[config.mk]
export PLATFORM = sky130hd
export DESIGN_NAME = operand_loader
export DESIGN_NICKNAME = d
export VERILOG_FILES = /design/src/rtl/operand_loader.sv
export SDC_FILE = /design/constraint.sdc
export NUM_CORES = 1
export LEC_CHECK = 0
export CAP_MARGIN = 20
export CORE_ASPECT_RATIO = 1.1
export CORE_MARGIN = 5
export CORE_UTILIZATION = 47
export CTS_BUF_LIST = sky130_fd_sc_hd__clkbuf_2 sky130_fd_sc_hd__clkbuf_4 sky130_fd_sc_hd__clkbuf_8
export DETAILED_ROUTE_END_ITERATION = 10
export PLACE_DENSITY = 0.78
export SYNTH_ARGS = -nofsm -noshare
export SYNTH_HDL_FRONTEND = slang
export SYNTH_SLANG_ARGS = --single-unit
export TNS_END_PERCENT = 10
[constraint.sdc]
create_clock -name clk -period 2.13 [get_ports clk]
set_clock_uncertainty 0.15 [all_clocks]
set_input_delay 0.639 -clock clk [delete_from_list [all_inputs] [get_ports clk]]
set_output_delay 0.639 -clock clk [all_outputs]
set_load 0.05 [all_outputs]
[src/rtl/operand_loader.sv]
// rtl/operand_loader.sv - byte-stream operand loader with double-buffered A/B/control staging
module operand_loader #(
  parameter int W = 8
) (
  input  logic         clk,
  input  logic         rst,
  input  logic [W-1:0] din,
  input  logic         din_valid,
  output logic         din_ready,
  output logic [W-1:0] a,
  output logic [W-1:0] b,
  output logic         kont_sign,
  output logic         op_valid,
  input  logic         op_ack,
  output logic         err,
  output logic [7:0]   frame_cnt
);

  typedef enum logic [1:0] {
    S_A = 2'd0,
    S_B = 2'd1,
    S_K = 2'd2
  } state_t;

  state_t       state;
  logic [W-1:0] a_s;
  logic [W-1:0] b_s;
  logic         xfer;
  logic         ack_take;
  logic         ctrl_ok;

  // Only the control byte can overwrite a held set, so only S_K stalls on an unacknowledged set.
  always_comb begin
    din_ready = !(state == S_K && op_valid && !op_ack);
    xfer      = din_valid && din_ready;
    ack_take  = op_ack && op_valid;
    ctrl_ok   = (din[W-1:1] == '0);
  end

  // Staging FSM, output registers, ack handling and frame counter; a load wins over a clearing ack.
  always_ff @(posedge clk) begin
    if (rst) begin
      state     <= S_A;
      a_s       <= '0;
      b_s       <= '0;
      a         <= '0;
      b         <= '0;
      kont_sign <= 1'b0;
      op_valid  <= 1'b0;
      err       <= 1'b0;
      frame_cnt <= 8'd0;
    end else begin
      err <= 1'b0;
      if (ack_take) begin
        op_valid  <= 1'b0;
        frame_cnt <= frame_cnt + 8'd1;
      end
      if (xfer) begin
        case (state)
          S_A: begin
            a_s   <= din;
            state <= S_B;
          end
          S_B: begin
            b_s   <= din;
            state <= S_K;
          end
          S_K: begin
            if (ctrl_ok) begin
              a         <= a_s;
              b         <= b_s;
              kont_sign <= din[0];
              op_valid  <= 1'b1;
            end else begin
              err <= 1'b1;
            end
            state <= S_A;
          end
          default: state <= S_A;
        endcase
      end
    end
  end

endmodule

==> summary.txt <==
CTS
  • Clk root buf: clkbuf_8
  • Worst-Skew Late Latency: 300 ps
  • CTS Sinks: 45
  • Max clock buf depth: 2
  • Total CTS buffers: 5
  • Clock transition at the registers of the reported paths: 80 ps
  • Total setup buffers inserted after CTS: 0
  • CTS tree: built
  • # hold bufs at CTS: 0
  • CTS H-tree lvls: 2

Yosys
  • Synth async-reset ratio: 0
  • Mapped Cells: 187
  • Synth Area in Adders: 0.006707
  • Largest family of logic cells by synthesized area: simple AND/OR/NAND/NOR gates
  • Synth Area in Compound Gates: 0.04561
  • Mux contribution to synthesized area: 0.1771
  • Synth Flop Type: dfxtp_1
  • Part of the Yosys area used for sequential elements: 0.4829
  • Syn Nets: 200
  • Synth Area per Inst: 9.976 um2
  • Synthesized area: 0.001866 mm2
  • Unique masters post-synth: 29
  • Post-synth EDFFs: 0
  • Seq cells post-synth: 45
  • Synth Area in Simple Gates: 0.2368
  • Yosys warning count: 0
  • Post-synthesis xor/xnor area fraction: 0.009390

Finish
  • Share of layout cells above drive strength 1: 0.2593
  • Non-filler instance count after layout: 295
  • Filler cells: 354
  • Antenna diodes: 0
  • Synth-to-Final Area Change: 33.60%
  • Register Area: 904.6 um2
  • # nets final: 255
  • Commonest non-fill, non-tap cells in the layout: dfxtp_1, buf_4, nand2b_1
  • Footprint of the multi-input gates: 920.9 um2
  • Commonest non-fill, non-tap cell in the layout: dfxtp_1

Place
  • Port Buffers: 39
  • Placed cell count: 287
  • Dpl hpwl: 2.820 mm
  • GP Congestion: 0.7011
  • Place WS: -497.9 ps

STA
  • Setup violators final: 0
  • Min Hold Slack: 325.3 ps
  • Slew of the pin with the lowest slew margin: 347.3 ps
  • Fmax: 484.4 MHz
  • Fin. max-slew vios: 0
  • Tmin final: 2064 ps
  • Setup slack after layout: 65.59 ps
  • Hold Vio Cnt, Final: 0
  • RSZ-0062 raised after global routing: false
  • Slew HR: 0.7667
  • Setup_tns: 0 ps
  • Fin crit share: 0.9692

Routing
  • Remaining antenna violation count: 0
  • DRC: 0
  • Initial DRC count: 86
  • Wirelength per Cell: 12.86 um
  • Final WL: 3.794 mm
  • Detailed Routing Iterations Pass 1: 4
  • Vias after detailed routing: 1436
  • Vias per cell: 4.868

Critical path
  • Reg2reg path depth: 4
  • Worst-path cell chain: clkdlybuf4s15_1 -> or4_4 -> nor4_4 -> buf_6 -> mux2i_1
  • CP max-delay cell: or4_4
  • CP peak stage delay: 560 ps
  • Kind of critical path: in2reg
  • Crit-path max FO: 7
  • Required @ worst endpoint: 2200 ps
  • Critical Path Start Type: input pin
  • Crit. End Element: flip-flop
  • CP Data Arrival Time: 2140 ps

Global route
  • First-pass GRT wire length: 6.679 mm
  • Remaining Overflow, GRT: 0
  • Number of antenna violations at the first check in global routing: 0
  • Maximum number of pins on one net before global-route repair: 17
  • GRT Util Overall: 0.1540
  • Vias in the first global route: 1480

Pwr
  • Clock group share of total power: 0.341
  • Sw power: 0.3469 mW
  • Leak: 1.004 nW
  • Logic gate share of total power: 0.085
  • P per Cell Area: 608.5 mW/mm2
  • Total Power: 1.517 mW
  • Internal: 1.170 mW
  • Seq pwr share: 0.574
  • Peak VDD IR: 0.3745 mV
  • Sw Share: 0.2287

Floorplanning
  • Die Ht: 76.08 um
  • Die Footprint: 0.005331 mm2
  • Die Wd: 70.07 um
  • I/O pin count: 40
  • Rows: 24
  • Starting Density: 0.4779
  • Core area: 0.003904 mm2

Run
  • Max-Cap Viols: 0

Min path
  • Hold path cells: 2
  • Hold WC Path Type: reg2reg

Status
  • Status: finished clean
==> cell type report <==
type,count,share of cell area
clock buffer,6,0.03062
clock inverter,2,0.004016
inverter,4,0.006024
multi-input combinational,128,0.3695
sequential,45,0.3630
tap,52,0.02610
timing repair buffer,58,0.2008
==> power by group through the flow <==
| stage | clock network (mW) | registers (mW) | logic (mW) |
|---|---|---|---|
| 2_1_floorplan | 0 | 0.888 | 0.0694 |
| 3_3_place_gp | 0 | 0.889 | 0.130 |
| 3_5_place_dp | 0 | 0.891 | 0.131 |
| 4_1_cts | 0.536 | 0.871 | 0.128 |
| 5_1_grt | 0.575 | 0.874 | 0.142 |
| 6_report | 0.517 | 0.870 | 0.129 |
==> cell families (layout without fill, tap and decap cells) <==
group,after synthesis,count (layout)
xor gates and xnor gates,2,2
muxes,33,33
adders and majority gates,1,1
and+or+nand+nor,77,77
buffers and inverters,14,70
DFF,45,45
AOI/OAI and AO/OA,15,15
==> synth_stat cells, types with 2 or more instances <==
cell type | number | share of area
buf_1 | 2 | 0.0040
dfxtp_1 | 45 | 0.48
nand2b_1 | 34 | 0.11
mux2i_1 | 33 | 0.18
inv_1 | 4 | 0.0080
or4_1 | 2 | 0.0080
nand2_1 | 3 | 0.0060
or3_1 | 4 | 0.013
nand4_1 | 3 | 0.010
nor2_1 | 20 | 0.040
a21oi_1 | 8 | 0.021
nand3_1 | 3 | 0.0080
o21ai_0 | 4 | 0.011
nand3b_1 | 2 | 0.0080
o31ai_1 | 2 | 0.0080
clkbuf_1 | 5 | 0.010
==> layer usage <==
metal  share of wire  vias to the layer above  track usage  routed length, um
met2            0.50                       38       0.2628               1893
li1                -                      744            -                  -
met5               0                        -            0                  0
met3           0.056                        5      0.05673                214
met1            0.43                      649       0.1762               1646
met4           0.010                        0      0.05172                 39
==> critical path, delay by kind of cell <==
family | cells | cell delay, ps
AND/OR/NAND/NOR | 2 | 910
buffers and inverters | 2 | 390
multiplexers | 1 | 190
==> timing repair <==
item                                   4_1_cts  5_1_grt
setup endpoints to repair                   19       17
resized for setup                           15        8
pin swaps                                    4        3
endpoints found under the hold margin        0        0
==> registers in the layout, indices dropped and copies added (netlist names), 2 cells and up <==
register,flops
a,8
a_s,8
b,8
b_s,8
frame_cnt,8
state,2
==> through the flow <==
step,util,area (um2)
6_report,0.6385,2492
5_1_grt,0.6385,2492
4_1_cts,0.6321,2467
3_5_place_dp,0.6074,2371
3_3_place_gp,0.6074,2371
2_1_floorplan,-,1867
==> final timing paths <==
path                                from   end  slack, ps
worst max-delay path              din[5]  b[6]         70
worst min-delay path              b_s[5]  b[5]        330
worst max register to register  state[0]  b[6]        480
worst min register to register    b_s[5]  b[5]        330
Power figures use the tool's default switching activity.
